$ cat src/rtl/dbus_pkg.sv
// Shared definitions for the data-bus response path: slave indices, FSM states,
// the default error data word and the select-priority helper.
package dbus_pkg;

  localparam int unsigned NUM_SLAVES = 5;

  localparam int unsigned SLV_DMEM  = 0;
  localparam int unsigned SLV_TBMAN = 1;
  localparam int unsigned SLV_GPIO  = 2;
  localparam int unsigned SLV_TIMER = 3;
  localparam int unsigned SLV_UART  = 4;

  localparam logic [31:0] ERR_DATA_DEFAULT = 32'hDEAD_BEEF;

  typedef enum logic [1:0] {
    IDLE,
    WAIT,
    RESP
  } state_e;

  // One-hot of the lowest-index active (low) chip select; DMEM wins on overlap.
  function automatic logic [NUM_SLAVES-1:0] lowest_sel(input logic [NUM_SLAVES-1:0] cs_n);
    logic found;
    lowest_sel = '0;
    found      = 1'b0;
    for (int unsigned i = 0; i < NUM_SLAVES; i++) begin
      if (!cs_n[i] && !found) begin
        lowest_sel[i] = 1'b1;
        found         = 1'b1;
      end
    end
  endfunction

endpackage

$ cat src/rtl/dbus_timeout_ctr.sv
// 8-bit wait-cycle counter; expire_o flags the last allowed WAIT cycle
// (count == TIMEOUT_CYCLES-1).
module dbus_timeout_ctr #(
  parameter int unsigned TIMEOUT_CYCLES = 16
) (
  input  logic clk,
  input  logic reset,
  input  logic clr_i,
  input  logic en_i,
  output logic expire_o
);

  localparam logic [7:0] EXPIRE_AT = 8'(TIMEOUT_CYCLES - 1);

  logic [7:0] cnt_q;
  logic [7:0] cnt_d;

  always_comb begin
    cnt_d = cnt_q;
    if (clr_i) begin
      cnt_d = '0;
    end else if (en_i) begin
      cnt_d = cnt_q + 8'd1;
    end
  end

  always_ff @(posedge clk) begin
    if (reset) begin
      cnt_q <= '0;
    end else begin
      cnt_q <= cnt_d;
    end
  end

  assign expire_o = (cnt_q == EXPIRE_AT);

endmodule

$ cat src/rtl/dbus_resp_mux.sv
// Data-bus response path: latches the decoded slave select, waits for that
// slave's ack (or a timeout) and returns a one-cycle response to the core.
module dbus_resp_mux
  import dbus_pkg::*;
#(
  parameter int unsigned TIMEOUT_CYCLES = 16,
  parameter logic [31:0] ERR_DATA       = ERR_DATA_DEFAULT
) (
  input  logic                  clk,
  input  logic                  reset,
  input  logic                  req_valid,
  input  logic                  req_we,
  input  logic [NUM_SLAVES-1:0] cs_n,
  output logic                  req_ready,
  input  logic [NUM_SLAVES-1:0] slv_ack,
  input  logic [31:0]           dmem_rdata,
  input  logic [31:0]           tbman_rdata,
  input  logic [31:0]           gpio_rdata,
  input  logic [31:0]           timer_rdata,
  input  logic [31:0]           uart_rdata,
  output logic                  resp_valid,
  output logic [31:0]           resp_rdata,
  output logic                  resp_err
);

  state_e                  state_q, state_d;
  logic [NUM_SLAVES-1:0]   sel_q, sel_d;
  logic                    we_q, we_d;
  logic [31:0]             data_q, data_d;
  logic                    err_q, err_d;
  logic                    ctr_clr, ctr_en, ctr_expire;

  logic [NUM_SLAVES-1:0][31:0] rdata_arr;
  logic [31:0]                 rdata_sel;

  assign rdata_arr[SLV_DMEM]  = dmem_rdata;
  assign rdata_arr[SLV_TBMAN] = tbman_rdata;
  assign rdata_arr[SLV_GPIO]  = gpio_rdata;
  assign rdata_arr[SLV_TIMER] = timer_rdata;
  assign rdata_arr[SLV_UART]  = uart_rdata;

  // AND-OR steering on the latched one-hot select.
  always_comb begin
    rdata_sel = '0;
    for (int unsigned i = 0; i < NUM_SLAVES; i++) begin
      rdata_sel = rdata_sel | (rdata_arr[i] & {32{sel_q[i]}});
    end
  end

  dbus_timeout_ctr #(
    .TIMEOUT_CYCLES(TIMEOUT_CYCLES)
  ) u_timeout_ctr (
    .clk     (clk),
    .reset   (reset),
    .clr_i   (ctr_clr),
    .en_i    (ctr_en),
    .expire_o(ctr_expire)
  );

  always_comb begin
    state_d   = state_q;
    sel_d     = sel_q;
    we_d      = we_q;
    data_d    = data_q;
    err_d     = err_q;
    ctr_clr   = 1'b0;
    ctr_en    = 1'b0;
    req_ready = 1'b0;
    unique case (state_q)
      IDLE: begin
        req_ready = 1'b1;
        if (req_valid) begin
          ctr_clr = 1'b1;
          if (&cs_n) begin
            sel_d   = '0;
            err_d   = 1'b1;
            data_d  = ERR_DATA;
            state_d = RESP;
          end else begin
            sel_d   = lowest_sel(cs_n);
            we_d    = req_we;
            err_d   = 1'b0;
            data_d  = '0;
            state_d = WAIT;
          end
        end
      end
      WAIT: begin
        // An ack in the expiry cycle still completes normally.
        if (|(slv_ack & sel_q)) begin
          data_d  = we_q ? '0 : rdata_sel;
          err_d   = 1'b0;
          state_d = RESP;
        end else if (ctr_expire) begin
          data_d  = ERR_DATA;
          err_d   = 1'b1;
          state_d = RESP;
        end else begin
          ctr_en = 1'b1;
        end
      end
      RESP: begin
        state_d = IDLE;
      end
      default: begin
        state_d = IDLE;
      end
    endcase
  end

  always_ff @(posedge clk) begin
    if (reset) begin
      state_q <= IDLE;
      sel_q   <= '0;
      we_q    <= 1'b0;
      data_q  <= '0;
      err_q   <= 1'b0;
    end else begin
      state_q <= state_d;
      sel_q   <= sel_d;
      we_q    <= we_d;
      data_q  <= data_d;
      err_q   <= err_d;
    end
  end

  assign resp_valid = (state_q == RESP);
  assign resp_rdata = resp_valid ? data_q : '0;
  assign resp_err   = resp_valid & err_q;

endmodule
$ cat config.mk
export PLATFORM = sky130hd
export DESIGN_NAME = dbus_resp_mux
export DESIGN_NICKNAME = d
export VERILOG_FILES = /design/src/rtl/dbus_pkg.sv /design/src/rtl/dbus_timeout_ctr.sv /design/src/rtl/dbus_resp_mux.sv
export SDC_FILE = /design/constraint.sdc
export NUM_CORES = 1
export LEC_CHECK = 0
export BUFFER_PORTS_ARGS = -buffer_cell sky130_fd_sc_hd__buf_2
export CORE_MARGIN = 10
export CORE_UTILIZATION = 41
export CTS_CLUSTER_DIAMETER = 50
export CTS_CLUSTER_SIZE = 40
export DETAILED_ROUTE_END_ITERATION = 6
export PLACE_DENSITY = 0.87
export SETUP_SLACK_MARGIN = 0.05
export SLEW_MARGIN = 20
export SYNTH_ARGS = -nofsm -noshare
export SYNTH_HDL_FRONTEND = slang
export SYNTH_HIERARCHICAL = 1
export SYNTH_SLANG_ARGS = --single-unit
$ cat constraint.sdc
create_clock -name clk -period 2.5 [get_ports clk]
set_input_delay 0.25 -clock clk [delete_from_list [all_inputs] [get_ports clk]]
set_output_delay 0.25 -clock clk [all_outputs]
set_load 0.02 [all_outputs]
[Word level (Yosys, flattened, before mapping)]
Cells that the tools add are included.
Storage, ports and cells
  register bits: 49
  bits of input ports: 174
  output and inout bits: 35
  word-level logic and storage cells: 89
Cells by class
  $add $sub $neg: 1
  equality and inequality tests: 5
  mux-type cells: 44
  bitwise operators: 12
  reduce and logical (&&, ||, !) cells: 21
Operators with widths (number)
  $mux 32: 6
  $and 32x32->32: 5
  $or 32x32->32: 4
  $pmux 32 s2: 1
  $mux 1: 30
  $add 8x1->8 const B: 1
  $eq 8x4->1 const B: 1
  $logic_not 1->1: 8
  $mux 2: 4
  $reduce_and 3->1: 2
  $and 5x5->5: 1
  $mux 5: 1
  $reduce_and 5->1: 1
  $reduce_or 5->1: 1
  $logic_and 1x1->1: 4
  $pmux 2 s2: 1
  $reduce_and 2->1: 2
  $ne 3x3->1 const B: 1
  $eq 2x1->1 const B: 1
  $eq 2x2->1 const B: 1
  $logic_not 2->1: 1
  $ne 2x2->1 const B: 1
  $pmux 1 s2: 1
  $reduce_bool 2->1: 1
  other kinds (3): 3

[Logic depth before layout (Yosys ltp)]
  depth in word-level cells: 26
  gate-level depth with buffers: 9
  gate-level depth less buffers: 8

[Cells and area by module]
The synthesis kept the hierarchy.
By module, submodules not included
  dbus_resp_mux: times used 1, cells an instance 330, area each 2553.7 µm², sequential area each 820.8 µm²
  dbus_timeout_ctr: times used 1, cells an instance 40, area each 357.8 µm², sequential area each 160.2 µm²

[Least setup slack after synthesis]
No wires, ideal clock.
  path type: reg-to-reg
  start: reg sel_q[0]
  end: reg u_timeout_ctr.cnt_q[5]
  setup time: 0.070 ns
  data arrival time: 2.218 ns
  data required time: 2.430 ns
  setup slack: 0.212 ns
  stages on the path, launching flop included: 10
  path buffers: 2
  clock period less this slack: 2.288 ns
  cells stage by stage: dfxtp_1 clkbuf_1 a222oi_1 nand2_1 or3_1 inv_1 buf_2 nand4_2 or3_1 a21oi_1
Between the ends
  longest elaborated chain between the ends: 4
RTL lines
  start: declaration: line dbus_resp_mux.sv:27  | logic [NUM_SLAVES-1:0] sel_q, sel_d;
  start signal: assignment: line dbus_resp_mux.sv:120  | sel_q <= sel_d;
  $and 5x5->5: line dbus_resp_mux.sv:90  | if (|(slv_ack & sel_q)) begin
  $reduce_or 5->1: line dbus_resp_mux.sv:90
  $mux 1: line dbus_resp_mux.sv:90
  $mux 1: line dbus_resp_mux.sv:69  | unique case (state_q)
  net ctr_en: line dbus_resp_mux.sv:31  | logic ctr_clr, ctr_en, ctr_expire;
  end signal: assignment: line dbus_timeout_ctr.sv:31  | cnt_q <= cnt_d;
  end: declaration: line dbus_timeout_ctr.sv:15  | logic [7:0] cnt_q;
The timed path passes the listed nets, and every way through them passes these cells.
A chain may end at the register's enable or synchronous reset.

[Final worst setup path]
  start: reg sel_q[0]
  end: reg u_timeout_ctr.cnt_q[7]
Same word-level chain as after synthesis.

==> metrics.csv <==
stage,metric,value,unit
yosys,syn_nets,545,
route,DRT Wirelength,12100,um
sta,Setup TNS,0,ns
grt,gr usage total,21.2,%
flow_run,max-cap check violation count,0,
clocking,H-Tree Depth,2,
min_path,Hold Crit Class,input pin to flip-flop,
setup_path,CP Max Fanout,6,
grt,vias in the first global route,4029,
setup_path,endpoint type of the worst setup path,flip-flop,
min_path,Hold Path Depth,3,
sta,Max-slew headroom,52.5,%
route,DRT iter0 DRCs,367,
final_layout,share of cells above drive strength 1,42.3,%
setup_path,Worst R2R Path Depth,7,
yosys,Seq cells post-synth,49,
clocking,hold_buf cts,0,
place,DP Area,4030,um^2
sta,max-slew violations,0,
grt,antenna violations before repair,0,
grt,largest net degree at the start of global routing,37,
sta,skew final,0.0101,ns
route,Via density,5.74,
floorplanning,FP Rows,30,
setup_path,Worst EP arrival,2.41,ns
grt,first-pass GRT wire length,19600,um
place,routability cong.,0.784,
route,DR pass1 iterations,7,
sta,Final Hold Fails,0,
floorplanning,io pins,209,
power,worst-case vdd ir drop,0.000292,V
floorplanning,Initial Util,42.6,%
place,Port-buffer cells,208,
clocking,CTS root buffer,clkbuf_8,
final_layout,"Core Util, Final",60.7,%
clocking,Num CTS Buffers,5,
yosys,"Distinct cells, synth",37,
yosys,"Seq/Total Area, Yosys",33.7,%
clocking,clock tree buffer depth,2,
sta,RSZ-0062 raised after global routing,false,
yosys,Mean Syn Cell Area,7.87,um^2
clocking,# clock sinks,49,
sta,Final setup viols,0,
final_layout,final instance area,4150,um^2
clocking,post-CTS setup buffer count,0,
power,power density cells,472,nW/um^2
power,leak pwr,1.94,nW
route,DRC violations left,0,
floorplanning,Core Area,6830,um^2
route,wire length per cell,18.4,um
final_layout,fin nets,734,
sta,Final period util,87.1,%
yosys,Post-Syn Instances,370,
final_layout,area of the multi-input gates,1780,um^2
setup_path,startpoint types,flip-flop,
yosys,Async SR Flop Fraction,0,%
grt,gr ovfl total,0,
sta,crit path time final,2.18,ns
route,post-route ant nets,0,
floorplanning,Die Footprint,10900,um^2
yosys,YS warnings,6,
floorplanning,Die H,104,um
clocking,post-CTS sizing,0,
yosys,post-synthesis instance area,2910,um^2
final_layout,Reg area,981,um^2
route,Vias,3764,
yosys,Main synth FF type,dfxtp_1,
sta,Slew @ Worst Pin,0.710,ns
sta,FMAX,459,MHz
clocking,worst-skew pair later-pin latency,0.30,ns
setup_path,Crit path required time,2.73,ns
clocking,"Reg clk slew, reported paths",0.09,ns
final_layout,antenna cell count,0,
status,status,finished clean,
clocking,CTS tree,done,
setup_path,critical setup path kind,flip-flop to flip-flop,
final_layout,synth-to-layout area growth,42.5,%
final_layout,# fillers,652,
place,hpwl dp,9340,um
floorplanning,Die W,104,um
yosys,Post-synth EDFFs,0,
-- cell usage after synthesis (2+ instances only) --
cell type / n / area share (%)
dfxtp_1: 49 / 34
buf_4: 2 / 0.52
nor2b_1: 2 / 0.43
clkbuf_1: 32 / 4.1
nand4b_1: 2 / 0.60
nand4_1: 3 / 0.64
nand2_1: 14 / 1.8
or3b_2: 2 / 0.60
or3_1: 5 / 1.1
a21oi_1: 56 / 9.6
a222oi_1: 33 / 11
mux2i_1: 2 / 0.69
a22o_1: 8 / 2.4
o21ai_0: 4 / 0.69
nor2_1: 37 / 4.8
nand3_1: 3 / 0.52
buf_2: 4 / 0.69
nor3_1: 25 / 4.3
xor2_1: 3 / 0.90
inv_1: 3 / 0.39
and2_1: 33 / 7.1
a22oi_1: 33 / 8.5
-- cell families after synthesis --
| kind of cell | count (synthesis) | share of synthesized area [%] |
|---|---|---|
| AOI/OAI and AO/OA | 140 | 34.6 |
| muxes | 2 | 0.688 |
| DFF | 49 | 33.7 |
| adders and majority gates | 1 | 0.430 |
| xor gates and xnor gates | 4 | 1.20 |
| and+or+nand+nor | 132 | 23.6 |
| buffers and inverters | 42 | 5.84 |
-- layout by cell type (no fill, tap or decap), types with 2 or more instances in the layout --
master / netlist / routed
a21oi_1: 56 / 56
nor2_1: 37 / 37
inv_1: 3 / 3
clkbuf_8: 0 / 6
buf_2: 4 / 208
buf_4: 2 / 13
nand4b_1: 2 / 2
dfxtp_1: 49 / 49
a22o_1: 8 / 8
nand4_1: 3 / 3
nand3_1: 3 / 3
xor2_1: 3 / 3
nand2_1: 14 / 14
a22oi_1: 33 / 33
nor3_1: 25 / 25
or3b_2: 2 / 2
a222oi_1: 33 / 33
or3_1: 5 / 5
and2_1: 33 / 33
mux2i_1: 2 / 2
o21ai_0: 4 / 4
-- critical path, cell delays in order (launching register included) --
cell	delay, ns
dfxtp_1	0.33
a222oi_1	0.38
nand2_1	0.10
or3_1	0.39
inv_1	0.21
nand4_2	0.17
or3_1	0.39
a21oi_1	0.14
-- final cells by class --
cell class	instances	area share (%)
inverter	3	0.271
sequential	49	23.6
clock inverter	1	0.724
multi-input combinational	279	42.9
timing repair buffer	221	27.4
tap	96	2.90
clock buffer	7	2.08
-- final timing paths --
| kind | from | to | slack (ns) |
|---|---|---|---|
| worst max-delay path | sel_q[0] | u_timeout_ctr/cnt_q[7] | 0.32 |
| worst min-delay path | req_we | we_q | 0.19 |
| worst max register to register | sel_q[0] | u_timeout_ctr/cnt_q[7] | 0.32 |
| worst min register to register | data_q[24] | data_q[24] | 0.48 |
-- through the flow --
step           hold slack (ns)  total power, mW  setup slack, ns  instances
6_report                 0.186             1.96            0.322        656
5_1_grt                  0.177             2.08           0.0801        656
4_1_cts                  0.184             1.98            0.309        656
3_5_place_dp             0.458             1.40            0.269        648
3_3_place_gp             0.453             1.38            0.393        648
2_1_floorplan            0.346             1.17            0.212        370
-- state kept, by name, summed over array words and instances (netlist names) --
name                 count
sel_q                    5
we_q                     1
state_q                  2
u_timeout_ctr/cnt_q      8
data_q                  32
err_q                    1
-- routing by layer --
| metal | share of wire, % | GRT usage, % | wire (um) |
|---|---|---|---|
| met1 | 39 | 23.5 | 4700 |
| met2 | 50 | 37.2 | 6030 |
| met5 | 0 | 0 | 0 |
| met3 | 9.6 | 6.88 | 1160 |
| met4 | 1.6 | 6.86 | 199 |
-- power breakdown --
part	internal, mW	switching [mW]	total, mW
Sequential	0.841	0.0317	0.872
Combinational	0.236	0.275	0.512
Clock	0.326	0.249	0.575
Total	1.40	0.556	1.96
(Power assumes the default switching activity.)
